--- src/rtl/fp_block_accumulator_if.sv ---
// fp_block_accumulator_if: handshake/bus bundle for fp_block_accumulator.
//   Control : start (1-cycle pulse), block_len (samples per block)
//   Input   : in_data/in_ovf/in_unf with in_valid/in_ready handshake
//   Output  : out_data/out_sat with out_valid/out_ready handshake
//   master  : stimulus/upstream side; slave: the accumulator.
interface fp_block_accumulator_if #(
  parameter int W_len = 16,
  parameter int W_cnt = 8
);
  logic                    start;
  logic [W_cnt-1:0]        block_len;
  logic signed [W_len-1:0] in_data;
  logic                    in_ovf;
  logic                    in_unf;
  logic                    in_valid;
  logic                    in_ready;
  logic signed [W_len-1:0] out_data;
  logic                    out_sat;
  logic                    out_valid;
  logic                    out_ready;

  modport master (
    output start, block_len, in_data, in_ovf, in_unf, in_valid, out_ready,
    input  in_ready, out_data, out_sat, out_valid
  );

  modport slave (
    input  start, block_len, in_data, in_ovf, in_unf, in_valid, out_ready,
    output in_ready, out_data, out_sat, out_valid
  );
endinterface

--- src/rtl/fp_block_accumulator.sv ---
// fp_block_accumulator: sums a programmable-length block of signed
// Q(W_len-W_fract).W_fract adder results in a guard-extended saturating
// accumulator and returns one W_len-bit saturated sum per block.
// Ports:
//   clk   - rising-edge clock
//   reset - synchronous, active-high
//   bus   - fp_block_accumulator_if.slave (start/block_len, sample
//           stream with flags, result handshake)
// Optional: define FP_ACC_FLAG_CLAMP_EN to accumulate flagged samples as
//   the format bound (ovf -> +max, unf -> min, ovf wins) instead of the
//   wrapped value carried on in_data.
module fp_block_accumulator #(
  parameter int W_len   = 16,
  parameter int W_fract = 14,
  parameter int W_guard = 4,
  parameter int W_cnt   = 8
) (
  input  logic                  clk,
  input  logic                  reset,
  fp_block_accumulator_if.slave bus
);
  localparam int W_acc = W_len + W_guard;

  // Fraction position only matters to the producer/consumer; catch nonsense.
  if (W_fract >= W_len || W_len < 2 || W_guard < 1) begin : g_bad_cfg
    $error("fp_block_accumulator: bad width configuration");
  end

  localparam logic signed [W_len-1:0] S_MAX = {1'b0, {(W_len-1){1'b1}}};
  localparam logic signed [W_len-1:0] S_MIN = {1'b1, {(W_len-1){1'b0}}};
  localparam logic signed [W_acc-1:0] A_MAX = {1'b0, {(W_acc-1){1'b1}}};
  localparam logic signed [W_acc-1:0] A_MIN = {1'b1, {(W_acc-1){1'b0}}};

  typedef enum logic [1:0] {IDLE, ACC, DONE} state_t;
  state_t state, state_nxt;

  logic signed [W_acc-1:0] acc;
  logic [W_cnt-1:0]        cnt, len;
  logic                    sticky;
  logic signed [W_len-1:0] out_data_q;
  logic                    out_sat_q;

  logic                    beat, last;
  logic signed [W_len-1:0] samp;
  logic signed [W_acc:0]   sum;
  logic                    acc_hit, clamp;
  logic signed [W_acc-1:0] acc_nxt;
  logic signed [W_len-1:0] out_nxt;
  logic                    sticky_nxt;

  assign bus.in_ready  = (state == ACC);
  assign bus.out_valid = (state == DONE);
  assign bus.out_data  = out_data_q;
  assign bus.out_sat   = out_sat_q;

  assign beat = bus.in_valid & bus.in_ready;
  assign last = beat & (cnt == len - W_cnt'(1));

`ifdef FP_ACC_FLAG_CLAMP_EN
  always_comb begin
    samp = bus.in_data;
    if (bus.in_ovf)      samp = S_MAX;
    else if (bus.in_unf) samp = S_MIN;
  end
`else
  assign samp = bus.in_data;
`endif

  // One extra bit on the add: top two bits disagreeing means the W_acc
  // range was left, and the extra bit gives the direction.
  assign sum     = {acc[W_acc-1], acc} + {{(W_guard+1){samp[W_len-1]}}, samp};
  assign acc_hit = sum[W_acc] ^ sum[W_acc-1];
  assign acc_nxt = acc_hit ? (sum[W_acc] ? A_MIN : A_MAX) : sum[W_acc-1:0];

  // Fits in W_len iff all guard bits plus the W_len sign bit agree.
  assign clamp   = ~(&acc_nxt[W_acc-1:W_len-1]) & (|acc_nxt[W_acc-1:W_len-1]);
  assign out_nxt = clamp ? (acc_nxt[W_acc-1] ? S_MIN : S_MAX) : acc_nxt[W_len-1:0];
  assign sticky_nxt = sticky | acc_hit | bus.in_ovf | bus.in_unf;

  always_ff @(posedge clk) begin
    if (reset) state <= IDLE;
    else       state <= state_nxt;
  end

  always_comb begin
    state_nxt = state;
    case (state)
      IDLE:    if (bus.start && bus.block_len != '0) state_nxt = ACC;
      ACC:     if (last)                             state_nxt = DONE;
      DONE:    if (bus.out_ready)                    state_nxt = IDLE;
      default:                                       state_nxt = IDLE;
    endcase
  end

  always_ff @(posedge clk) begin
    if (reset) begin
      acc        <= '0;
      cnt        <= '0;
      len        <= '0;
      sticky     <= 1'b0;
      out_data_q <= '0;
      out_sat_q  <= 1'b0;
    end else begin
      if (state == IDLE && bus.start && bus.block_len != '0) begin
        len    <= bus.block_len;
        acc    <= '0;
        cnt    <= '0;
        sticky <= 1'b0;
      end
      if (beat) begin
        acc    <= acc_nxt;
        sticky <= sticky_nxt;
        cnt    <= cnt + W_cnt'(1);
        if (last) begin
          out_data_q <= out_nxt;
          out_sat_q  <= sticky_nxt | clamp;
        end
      end
    end
  end
endmodule

--- src/flat_wrapper.sv ---
// flat-port wrapper written by rule: the top's interface ports become plain ports
module fp_block_accumulator_flat 
#(
  parameter int W_len   = 16,
  parameter int W_fract = 14,
  parameter int W_guard = 4,
  parameter int W_cnt   = 8
)
  (clk, reset, bus_start, bus_block_len, bus_in_data, bus_in_ovf, bus_in_unf, bus_in_valid, bus_out_ready, bus_in_ready, bus_out_data, bus_out_sat, bus_out_valid);
  fp_block_accumulator_if #(.W_len(W_len), .W_cnt(W_cnt)) bus_i ();
  input  logic clk;
  input  logic reset;
  input wire logic [$bits(bus_i.start)-1:0] bus_start;
  input wire logic [$bits(bus_i.block_len)-1:0] bus_block_len;
  input wire logic [$bits(bus_i.in_data)-1:0] bus_in_data;
  input wire logic [$bits(bus_i.in_ovf)-1:0] bus_in_ovf;
  input wire logic [$bits(bus_i.in_unf)-1:0] bus_in_unf;
  input wire logic [$bits(bus_i.in_valid)-1:0] bus_in_valid;
  input wire logic [$bits(bus_i.out_ready)-1:0] bus_out_ready;
  output wire logic [$bits(bus_i.in_ready)-1:0] bus_in_ready;
  output wire logic [$bits(bus_i.out_data)-1:0] bus_out_data;
  output wire logic [$bits(bus_i.out_sat)-1:0] bus_out_sat;
  output wire logic [$bits(bus_i.out_valid)-1:0] bus_out_valid;
  assign bus_i.start = bus_start;
  assign bus_i.block_len = bus_block_len;
  assign bus_i.in_data = bus_in_data;
  assign bus_i.in_ovf = bus_in_ovf;
  assign bus_i.in_unf = bus_in_unf;
  assign bus_i.in_valid = bus_in_valid;
  assign bus_i.out_ready = bus_out_ready;
  assign bus_in_ready = bus_i.in_ready;
  assign bus_out_data = bus_i.out_data;
  assign bus_out_sat = bus_i.out_sat;
  assign bus_out_valid = bus_i.out_valid;
  fp_block_accumulator #(.W_len(W_len), .W_fract(W_fract), .W_guard(W_guard), .W_cnt(W_cnt)) u_core (.clk(clk), .reset(reset), .bus(bus_i));
endmodule
--- config.mk ---
export PLATFORM = sky130hd
export DESIGN_NAME = fp_block_accumulator_flat
export DESIGN_NICKNAME = d
export VERILOG_FILES = /design/src/rtl/fp_block_accumulator_if.sv /design/src/rtl/fp_block_accumulator.sv /design/src/flat_wrapper.sv
export SDC_FILE = /design/constraint.sdc
export NUM_CORES = 1
export LEC_CHECK = 0
export BUFFER_PORTS_ARGS = -buffer_cell sky130_fd_sc_hd__buf_2
export CAP_MARGIN = 40
export CORE_ASPECT_RATIO = 1.75
export CORE_UTILIZATION = 52
export DETAILED_ROUTE_END_ITERATION = 7
export PLACE_DENSITY_LB_ADDON = 0.1
export SLEW_MARGIN = 20
export SYNTH_ARGS = -nofsm -noshare
export SYNTH_HDL_FRONTEND = slang
export SYNTH_SLANG_ARGS = --single-unit
export TNS_END_PERCENT = 50
--- constraint.sdc ---
create_clock -name clk -period 4.1 [get_ports clk]
set_input_delay 0.205 -clock clk [delete_from_list [all_inputs] [get_ports clk]]
set_output_delay 0.205 -clock clk [all_outputs]
set_load 0.1 [all_outputs]
==> impl_metrics.yaml, run 1 <==
power_and_ir_drop:
  powerDensity_mw_per_mm2: 359
  ir_worst_vdd_mv: 0.245
  leakage_nw: 1.94
synthesis:
  yosys_warnings: 0
  ys.flop_type: "dfxtp_1"
  synth_cell_types: 54
  synthCells: 469
  syn-cell-area_sq_mm: 0.00366
  yosysSeqAreaShare: 0.306
  syn_nets: 525
  syn_avg_cell_area_sq_um: 7.81
  synth-async-reset-ratio: 0
  synth-seq-cells: 56
  synth_enable_flop_cells: 0
timing:
  rsz0062_at_grt: "true"
  timing.setup.tns_ps: -471
  clock-skew-final_ps: 7.60
  tightest_slew_ps: 643
  drv_slew: 0
  worst_slack_ps: -43.5
  fmax_mhz: 241
  setup_violations: 16
  final-hold-violation-count: 0
  min_period_ps: 4140
  fin_crit_sh: 1.01
  relSlewSlack: 0.567
critical_path:
  critPathArrivalTime_ps: 4330
  worstPathRequired_ps: 4290
  cp-end-kind: "flop"
  r2r_setup_slack_ps: -40
  critical_path_class: "flop to flop"
  cp-start-kind: "flop"
  path_max_fanout: 8
clock_network:
  clock-sinks: 56
  clk_pin_slew_ps: 70
  cts_made_buffers: 5
  clockRootBuffer: "clkbuf_16"
  clk_latency_ps: 300
  cts_tree: "yes"
  clk_path_buf_depth: 2
  htreeDepth: 2
routing:
  wirelength_microns: 10800
  wl_per_cell_microns: 17.1
  drc_errors: 0
  num_vias: 3752
  drt_first_pass_iters: 4
  antenna_left: 0
  viasPerCell: 5.97
  first_iter_violations: 223
grt:
  grt_busiest_layer: "met2"
  grt_antenna_before_repair: 0
  use_met3: 0.0413
  grt_pass1_vias: 3606
  track_usage: 0.297
  grtUsageMet1: 0.274
  grt_use_met2: 0.572
  grt-ovfl-total: 0
  grt_max_degree: 32
  grt_pass1_wl_microns: 16700
flow_run:
  cap_violations: 0
floorplanning:
  io_pins: 50
  fp.coreArea_sq_mm: 0.00686
  row_count: 40
  start_util: 0.534
  die_w_microns: 65.4
  die_area_sq_mm: 0.00740
  die_h_microns: 113
layout:
  n_antenna_cell: 0
  layout_commonest_cell: "nor2_1"
  area_growth_syn_to_layout_pct: 26.1
  drive_gt1_frac: 0.266
  fin_nets: 600
  final_cell_mix: "55 x nor2_1, 54 x dfxtp_1, 53 x nand2_1"
  fin_util: 0.673
placed_design:
  dp_slack_ps: -58.9
  dp.final_hpwl_microns: 8150
  gp_congestion: 0.970
  portBuffers: 49
outcome:
  violations: "negative setup slack"
  status: "finished with violations"
worst_hold_path:
  hp-class: "input port to flop"
-- critical path, stage by stage, from the launching register on --
cell and delay, ps:
dfxtp_2 340, ha_4 250, a2111o_1 440, o211ai_2 240
o211ai_1 150, and2_4 200, mux2i_1 110, a21oi_1 200
o21bai_1 120, xor2_1 180, ha_1 360, buf_6 150
and2_4 130, a41oi_4 190, nand3_2 150, o41ai_4 360
and2_4 230, clkbuf_16 160, a211oi_2 60
-- cell type report --
cell class,count,area (sq um)
Fill cell,587,2240
Tap cell,84,105
Inverter,14,52.6
Timing Repair Buffer,93,646
Multi-Input combinational cell,374,2520
Sequential cell,56,1120
Clock inverter,2,38.8
Clock buffer,6,129
-- synth_stat cells, drive strengths merged (2+ instances only) --
master,instances,area [sq um]
a2111oi,2,18.8
a31oi,5,31.3
o211ai,4,35.0
inv,14,52.6
nor2b,5,31.3
a21o,9,67.6
a21oi,45,229
buf,4,32.5
a211oi,22,220
nand2b,3,18.8
nand3,15,75.1
xnor2,19,166
and2,6,37.5
o31ai,3,36.3
and4,2,17.5
nand4,3,18.8
ha,24,300
a31o,2,17.5
dfxtp,56,1120
nor3,15,75.1
clkbuf,21,78.8
nand3b,3,22.5
nor2,57,216
nor4,4,25.0
xor2,8,70.1
o21ai,24,120
a22oi,9,67.6
nand2,54,203
and3,6,37.5
or3,4,25.0
mux2i,3,30.0
o21a,4,30.0
-- state kept, by name, indices dropped and copies added, names as in the netlist --
| signal | count |
|---|---|
| u_core.acc | 20 |
| u_core.bus.out_data | 16 |
| u_core.bus.out_sat | 1 |
| u_core.cnt | 8 |
| u_core.len | 8 |
| u_core.state | 2 |
| u_core.sticky | 1 |
-- cell families (layout without fill, tap and decap cells) --
group	after synthesis	after routing	synth area share
AO/OA/AOI/OAI	140	140	0.265
XOR/XNOR	27	27	0.0646
adder cells (fa/ha/maj)	25	25	0.0875
buffers and inverters	39	115	0.0448
flip-flops	56	56	0.306
multiplexers	3	3	0.00820
AND/OR/NAND/NOR	179	179	0.223
-- worst paths after layout --
| kind | cells past startpoint | start | to |
|---|---|---|---|
| worst max register to register | 18 | u_core.acc[6] | u_core.bus.out_data[1] |
| worst min register to register | 2 | u_core.len[7] | u_core.len[7] |
| worst min-delay path | 3 | bus_block_len[2] | u_core.len[2] |
| worst max-delay path | 18 | u_core.acc[6] | u_core.bus.out_data[1] |
-- routing by layer --
metal | vias up | share of wire
met2 | 89 | 0.56
li1 | 1823 | -
met5 | - | 0
met4 | 0 | 0.059
met3 | 40 | 0.028
met1 | 1800 | 0.36
-- repair_timing --
action / CTS / global route
cloned: 0 / 1
hold buffers: 0 / 0
setup endpoints to repair: 16 / 21
setup buffers: 2 / 4
pin swaps: 2 / 19
resized for setup: 4 / 23
-- stage by stage --
stage / power, W / area (sq um) / cells / hold slack [ps]
6_report: 0.00166 / 4620 / 629 / 156
3_3_place_gp: 0.00109 / 4180 / 612 / 439
3_5_place_dp: 0.00110 / 4220 / 614 / 453
4_1_cts: 0.00161 / 4440 / 624 / 151
5_1_grt: 0.00173 / 4620 / 629 / 155
2_1_floorplan: 0.000917 / 3660 / 469 / 341
-- power by group --
part / total (W) / internal, W / switching [W]
combinational: 0.000589 / 0.000238 / 0.000351
clock: 0.000492 / 0.000291 / 0.000201
sequential: 0.000577 / 0.000562 / 0.0000153
total: 0.00166 / 0.00109 / 0.000568
(Power assumes the default switching activity.)
==> run 2, diff against run 1 <==
TNS_END_PERCENT = default   (was 50)
==> impl_metrics.yaml, run 2 (synthesis results as in run 1) <==
clock_network:
  clk_path_buf_depth: 2
  hold_buffers: 0
  htreeDepth: 2
  clk_latency_ps: 300
  clockRootBuffer: "clkbuf_16"
  clock-sinks: 56
  clk_pin_slew_ps: 70
  cts_tree: "yes"
  cts_made_buffers: 5
critical_path:
  worst-path-stages: 17
  slowest_delay_ps: 440
  cp-start-kind: "flop"
  critPathArrivalTime_ps: 4340
  cp-end-kind: "flop"
  path_max_fanout: 8
  cpLargestDelayFamily: "compound AO/OA/AOI/OAI gates"
  cp-startpoint: "u_core.acc[6]"
  critical_path_class: "flop to flop"
  crit_slowest_cell: "a2111o_1"
  worstPathRequired_ps: 4290
  cp_common_cell: "and2_4"
  path_buf_inv: 1
  rr_worst_depth: 17
  r2r-start: "u_core.acc[6]"
  crit_chain: "ha_4, a2111o_1, o211ai_2, o211ai_1, and2_4, mux2i_1, a21oi_1, o21bai_1, xor2_1, ha_1, nor2_1, and4_1, or3_4, o41ai_4, and2_4, clkbuf_16, a211oi_2"
floorplanning:
  io_pins: 50
  row_count: 40
  fp.coreArea_sq_mm: 0.00686
  start_util: 0.534
  die_area_sq_mm: 0.00740
  die_w_microns: 65.4
  die_h_microns: 113
timing:
  min_period_ps: 4150
  tightest_slew_ps: 641
  relSlewSlack: 0.569
  rsz0062_at_grt: "true"
  final-hold-violation-count: 0
  fin_crit_sh: 1.01
  drv_slew: 0
  worst_slack_ps: -47.8
  setup_violations: 16
  fmax_mhz: 241
  clock-skew-final_ps: 7.48
worst_hold_path:
  hold_path_depth: 3
  hp-start: "bus_block_len[4]"
  hp-class: "input port to flop"
layout:
  fin_nets: 600
  final_cell_mix: "55 x nor2_1, 54 x dfxtp_1, 53 x nand2_1"
  largest_reg_flops: 20
  max_flop_register: "u_core.acc"
  area_growth_syn_to_layout_pct: 26.1
  drive_gt1_frac: 0.266
  fin_cells: 629
  fin_util: 0.673
  n_antenna_cell: 0
  layout_commonest_cell: "nor2_1"
routing:
  first_iter_violations: 233
  drt_first_pass_iters: 5
  viasPerCell: 5.96
  num_vias: 3750
  wirelength_microns: 10700
  antenna_left: 0
  wl_per_cell_microns: 17.1
  drc_errors: 0
outcome:
  status: "finished with violations"
  violations: "negative setup slack"
grt:
  track_usage: 0.297
  grt_pass1_vias: 3606
  grt_pass1_wl_microns: 16700
  grt-ovfl-total: 0
  grt_antenna_before_repair: 0
  grt_max_degree: 32
flow_run:
  cap_violations: 0
placed_design:
  dp_slack_ps: -58.9
  portBuffers: 49
  dp.final_hpwl_microns: 8150
  dp_cells: 614
  gp_congestion: 0.970
power_and_ir_drop:
  ir_worst_vdd_mv: 0.245
  powerDensity_mw_per_mm2: 359
  leakage_nw: 1.94
-- run 2: report_power, final --
group / switching (W) / internal, W
clock network: 0.000202 / 0.000291
logic: 0.000350 / 0.000239
registers: 0.0000153 / 0.000562
total: 0.000567 / 0.00109
-- run 2: final cells by class --
class / instances / area (sq um)
Clock buffer: 6 / 129
Clock inverter: 2 / 38.8
Fill cell: 587 / 2240
Inverter: 14 / 52.6
Multi-Input combinational cell: 374 / 2520
Sequential cell: 56 / 1120
Tap cell: 84 / 105
Timing Repair Buffer: 93 / 646
-- run 2: path summary, 6_finish.rpt --
check | end | slack, ps
worst min-delay path | u_core.len[4] | 160
worst min register to register | u_core.len[7] | 470
worst max register to register | u_core.bus.out_data[1] | -50
worst max-delay path | u_core.bus.out_data[1] | -50
-- run 2: through the flow --
step	hold WS (ps)	TNS, ps	total power (W)	instance area, sq um
2_1_floorplan	341	0	0.000917	3660
3_3_place_gp	439	0	0.00109	4180
3_5_place_dp	453	-727	0.00110	4220
4_1_cts	151	0	0.00161	4440
5_1_grt	155	-2820	0.00173	4620
6_report	157	-561	0.00166	4620
-- run 2: repair_timing --
item | 4_1_cts | 5_1_grt
gates cloned | 0 | 1
pin swaps | 2 | 21
buffers inserted | 2 | 4
resized for setup | 4 | 23
setup endpoints to repair | 16 | 21
-- run 2: tightest hold or removal path, stage by stage --
cell and delay, ps:
buf_2 100, nand2_1 50, a21oi_1 50
-- run 2: per-layer routing --
layer / GRT usage / wire length, microns / up-vias
met2: 0.572 / 6040 / 93
met1: 0.274 / 3790 / 1796
met5: 0 / 0 / -
met4: 0.194 / 619 / 0
met3: 0.0413 / 298 / 38
li1: - / - / 1823
==> run 3, diff against run 2 <==
ABC_AREA = 1   (was default)
CORE_ASPECT_RATIO = 0.8   (was 1.75)
CORE_UTILIZATION = 53   (was 52)
==> impl_metrics.yaml, run 3 <==
layout:
  n_antenna_cell: 0
  largest_reg_flops: 20
  max_flop_register: "u_core.acc"
  drive_gt1_frac: 0.160
  multiInputGateArea_sq_mm: 0.00245
  postLayoutCellArea_sq_mm: 0.00439
  final_cell_mix: "203 x nand2_1, 83 x inv_1, 66 x a21oi_1"
  seqCellArea_sq_mm: 0.00112
  layout_commonest_cell: "nand2_1"
  n_fill_cell: 696
  fin_nets: 719
  fin_cells: 751
  area_growth_syn_to_layout_pct: 9.55
critical_path:
  slowest_delay_ps: 470
  crit_slowest_cell: "a21oi_4"
  critPathArrivalTime_ps: 3900
  rr_worst_depth: 19
  r2r-start: "u_core.acc[5]"
  r2r_setup_slack_ps: 400
  worstPathRequired_ps: 4300
  crit_chain: "ha_1, nand2_1, nor2_1, nand3_1, nand3_1, nand2_1, nand2_1, a21oi_1, o21bai_1, xor2_1, inv_1, ha_1, inv_1, nand3_1, nand2_1, nor2_1, nand2_1, a21oi_4, a21oi_1"
  cp-start-kind: "flop"
  path_max_fanout: 15
  critical_path_class: "flop to flop"
  cp-end-kind: "flop"
  cp_common_cell: "nand2_1"
  worstReg2RegEnd: "u_core.bus.out_data[12]"
clock_network:
  cts_setup_buffers: 0
  cts_tree: "yes"
  cts_resized: 0
  clk_latency_ps: 330
  cts_made_buffers: 5
  clock-sinks: 56
  hold_buffers: 0
  clk_pin_slew_ps: 110
  clk_path_buf_depth: 2
  clockRootBuffer: "clkbuf_8"
  htreeDepth: 2
floorplanning:
  die_area_sq_mm: 0.00792
  fp.coreArea_sq_mm: 0.00709
  die_h_microns: 79.8
  start_util: 0.565
  row_count: 27
  die_w_microns: 99.2
  io_pins: 50
placed_design:
  portBuffers: 49
  dp.final_hpwl_microns: 7910
  placed_cell_area_sq_mm: 0.00428
  dp_slack_ps: 458
  dp_cells: 742
  gp_congestion: 0.925
routing:
  first_iter_violations: 208
  drt_first_pass_iters: 5
  drc_errors: 0
  num_vias: 4024
  viasPerCell: 5.36
  wirelength_microns: 10100
  antenna_left: 0
  wl_per_cell_microns: 13.5
timing:
  tightest_slew_ps: 770
  relSlewSlack: 0.486
  final-hold-violation-count: 0
  rsz0062_at_grt: "false"
  clock-skew-final_ps: 13.3
  min_period_ps: 3700
  fin_hold_ws_ps: 178
  timing.setup.tns_ps: 0
  drv_slew: 0
  fin_crit_sh: 0.903
  worst_slack_ps: 396
  setup_violations: 0
  fmax_mhz: 270
synthesis:
  syn_nets: 676
  syn_avg_cell_area_sq_um: 6.46
  yosys_warnings: 0
  synth_cell_types: 45
  synth_enable_flop_cells: 0
  synth-seq-cells: 56
  synth-async-reset-ratio: 0
  syn-cell-area_sq_mm: 0.00401
  yosysSeqAreaShare: 0.280
  ys.flop_type: "dfxtp_1"
  yosysTopAreaCellShare: 0.280
  synthCells: 620
  synthTopCellsByArea: "dfxtp_1 28%, nand2_1 19%, a21oi_1 8.2%"
  yosys.cell_count.top_type: "nand2_1"
  synth_top_area_cell: "dfxtp_1"
  yosys-top-cells-count: "203 x nand2_1, 83 x inv_1, 66 x a21oi_1"
power_and_ir_drop:
  leakage_nw: 2.22
  powerDensity_mw_per_mm2: 326
  ir_worst_vdd_mv: 0.193
outcome:
  status: "finished, final reports clean"
grt:
  grt_pass1_vias: 3651
  grt_max_degree: 32
  grt-ovfl-total: 0
  track_usage: 0.277
  grt_antenna_before_repair: 0
  grt_pass1_wl_microns: 17300
worst_hold_path:
  holdPathEnd: "u_core.len[7]"
  hold_path_depth: 3
  hp-class: "input port to flop"
  hp-start: "bus_block_len[7]"
flow_run:
  cap_violations: 0
-- run 3: cell types whose count changed in the layout (fill, tap and decap cells not counted), moves of 8 or more --
cell and delta:
inv_1 +69, a211oi_2 -20, nand2_2 +15, a21o_1 -8, a22oi_1 -9, nor3_1 -9, nand2_1 +150, nor2_1 -27
xnor2_1 -15, nand3_1 +12, buf_4 -34, a21oi_2 +9, a21oi_1 +22
-- run 3: how the worst max path moves through the flow --
stage | start | to | slack, ps | cells after the start
final | u_core.acc[5] | u_core.bus.out_data[12] | 400 | 19
after global routing | u_core.acc[5] | u_core.bus.out_data[11] | 90 | 19
after CTS | u_core.acc[5] | u_core.bus.out_data[12] | 450 | 19
after detailed placement | u_core.acc[5] | u_core.bus.out_data[12] | 460 | 19
after global placement | bus_in_data[5] | u_core.bus.out_data[12] | 620 | 20
after floorplan | u_core.acc[3] | u_core.bus.out_data[10] | 1140 | 22
-- run 3: cell type report --
class | instances | area share
Clock inverter | 3 | 0.00627
Timing Repair Buffer | 54 | 0.0653
Clock buffer | 5 | 0.0157
Multi-Input combinational cell | 460 | 0.559
Inverter | 86 | 0.0735
Tap cell | 87 | 0.0248
Sequential cell | 56 | 0.255
-- run 3: worst max-delay path, delay by kind of cell (launching register included) --
kind | cells | cell delay (ps)
AO/OA/AOI/OAI | 4 | 840
XOR/XNOR | 1 | 210
adder cells (fa/ha/maj) | 2 | 730
buffers and inverters | 2 | 230
flip-flops | 1 | 340
AND/OR/NAND/NOR | 10 | 1240
-- run 3: per-layer routing --
| layer | wire length, microns | up-vias | GRT usage |
|---|---|---|---|
| met3 | 608 | 11 | 0.0517 |
| met1 | 4960 | 1823 | 0.389 |
| met4 | 112 | 0 | 0.0676 |
| li1 | - | 2061 | - |
| met2 | 4460 | 129 | 0.439 |
| met5 | 0 | - | 0 |
-- run 3: through the flow --
step / utilization / total power (W)
after floorplan: - / 0.000986
after global placement: 0.604 / 0.00110
after detailed placement: 0.604 / 0.00111
after CTS: 0.617 / 0.00144
after global routing: 0.619 / 0.00152
final: 0.619 / 0.00143
-- run 3: logic make-up (layout without fill, tap and decap cells) --
group,count (synthesis),after routing,share of synthesized area
xor+xnor,16,16,0.0350
flops,56,56,0.280
fa+ha+maj,25,25,0.0799
compound gates,113,113,0.162
simple gates,306,306,0.335
buf+inv,104,148,0.108
-- run 3: power by group --
group | leakage (nW) | internal [W] | switching, W
sequential | 0.454 | 0.000566 | 0.0000140
clock | 0.0463 | 0.000126 | 0.000207
combinational | 1.72 | 0.000162 | 0.000357
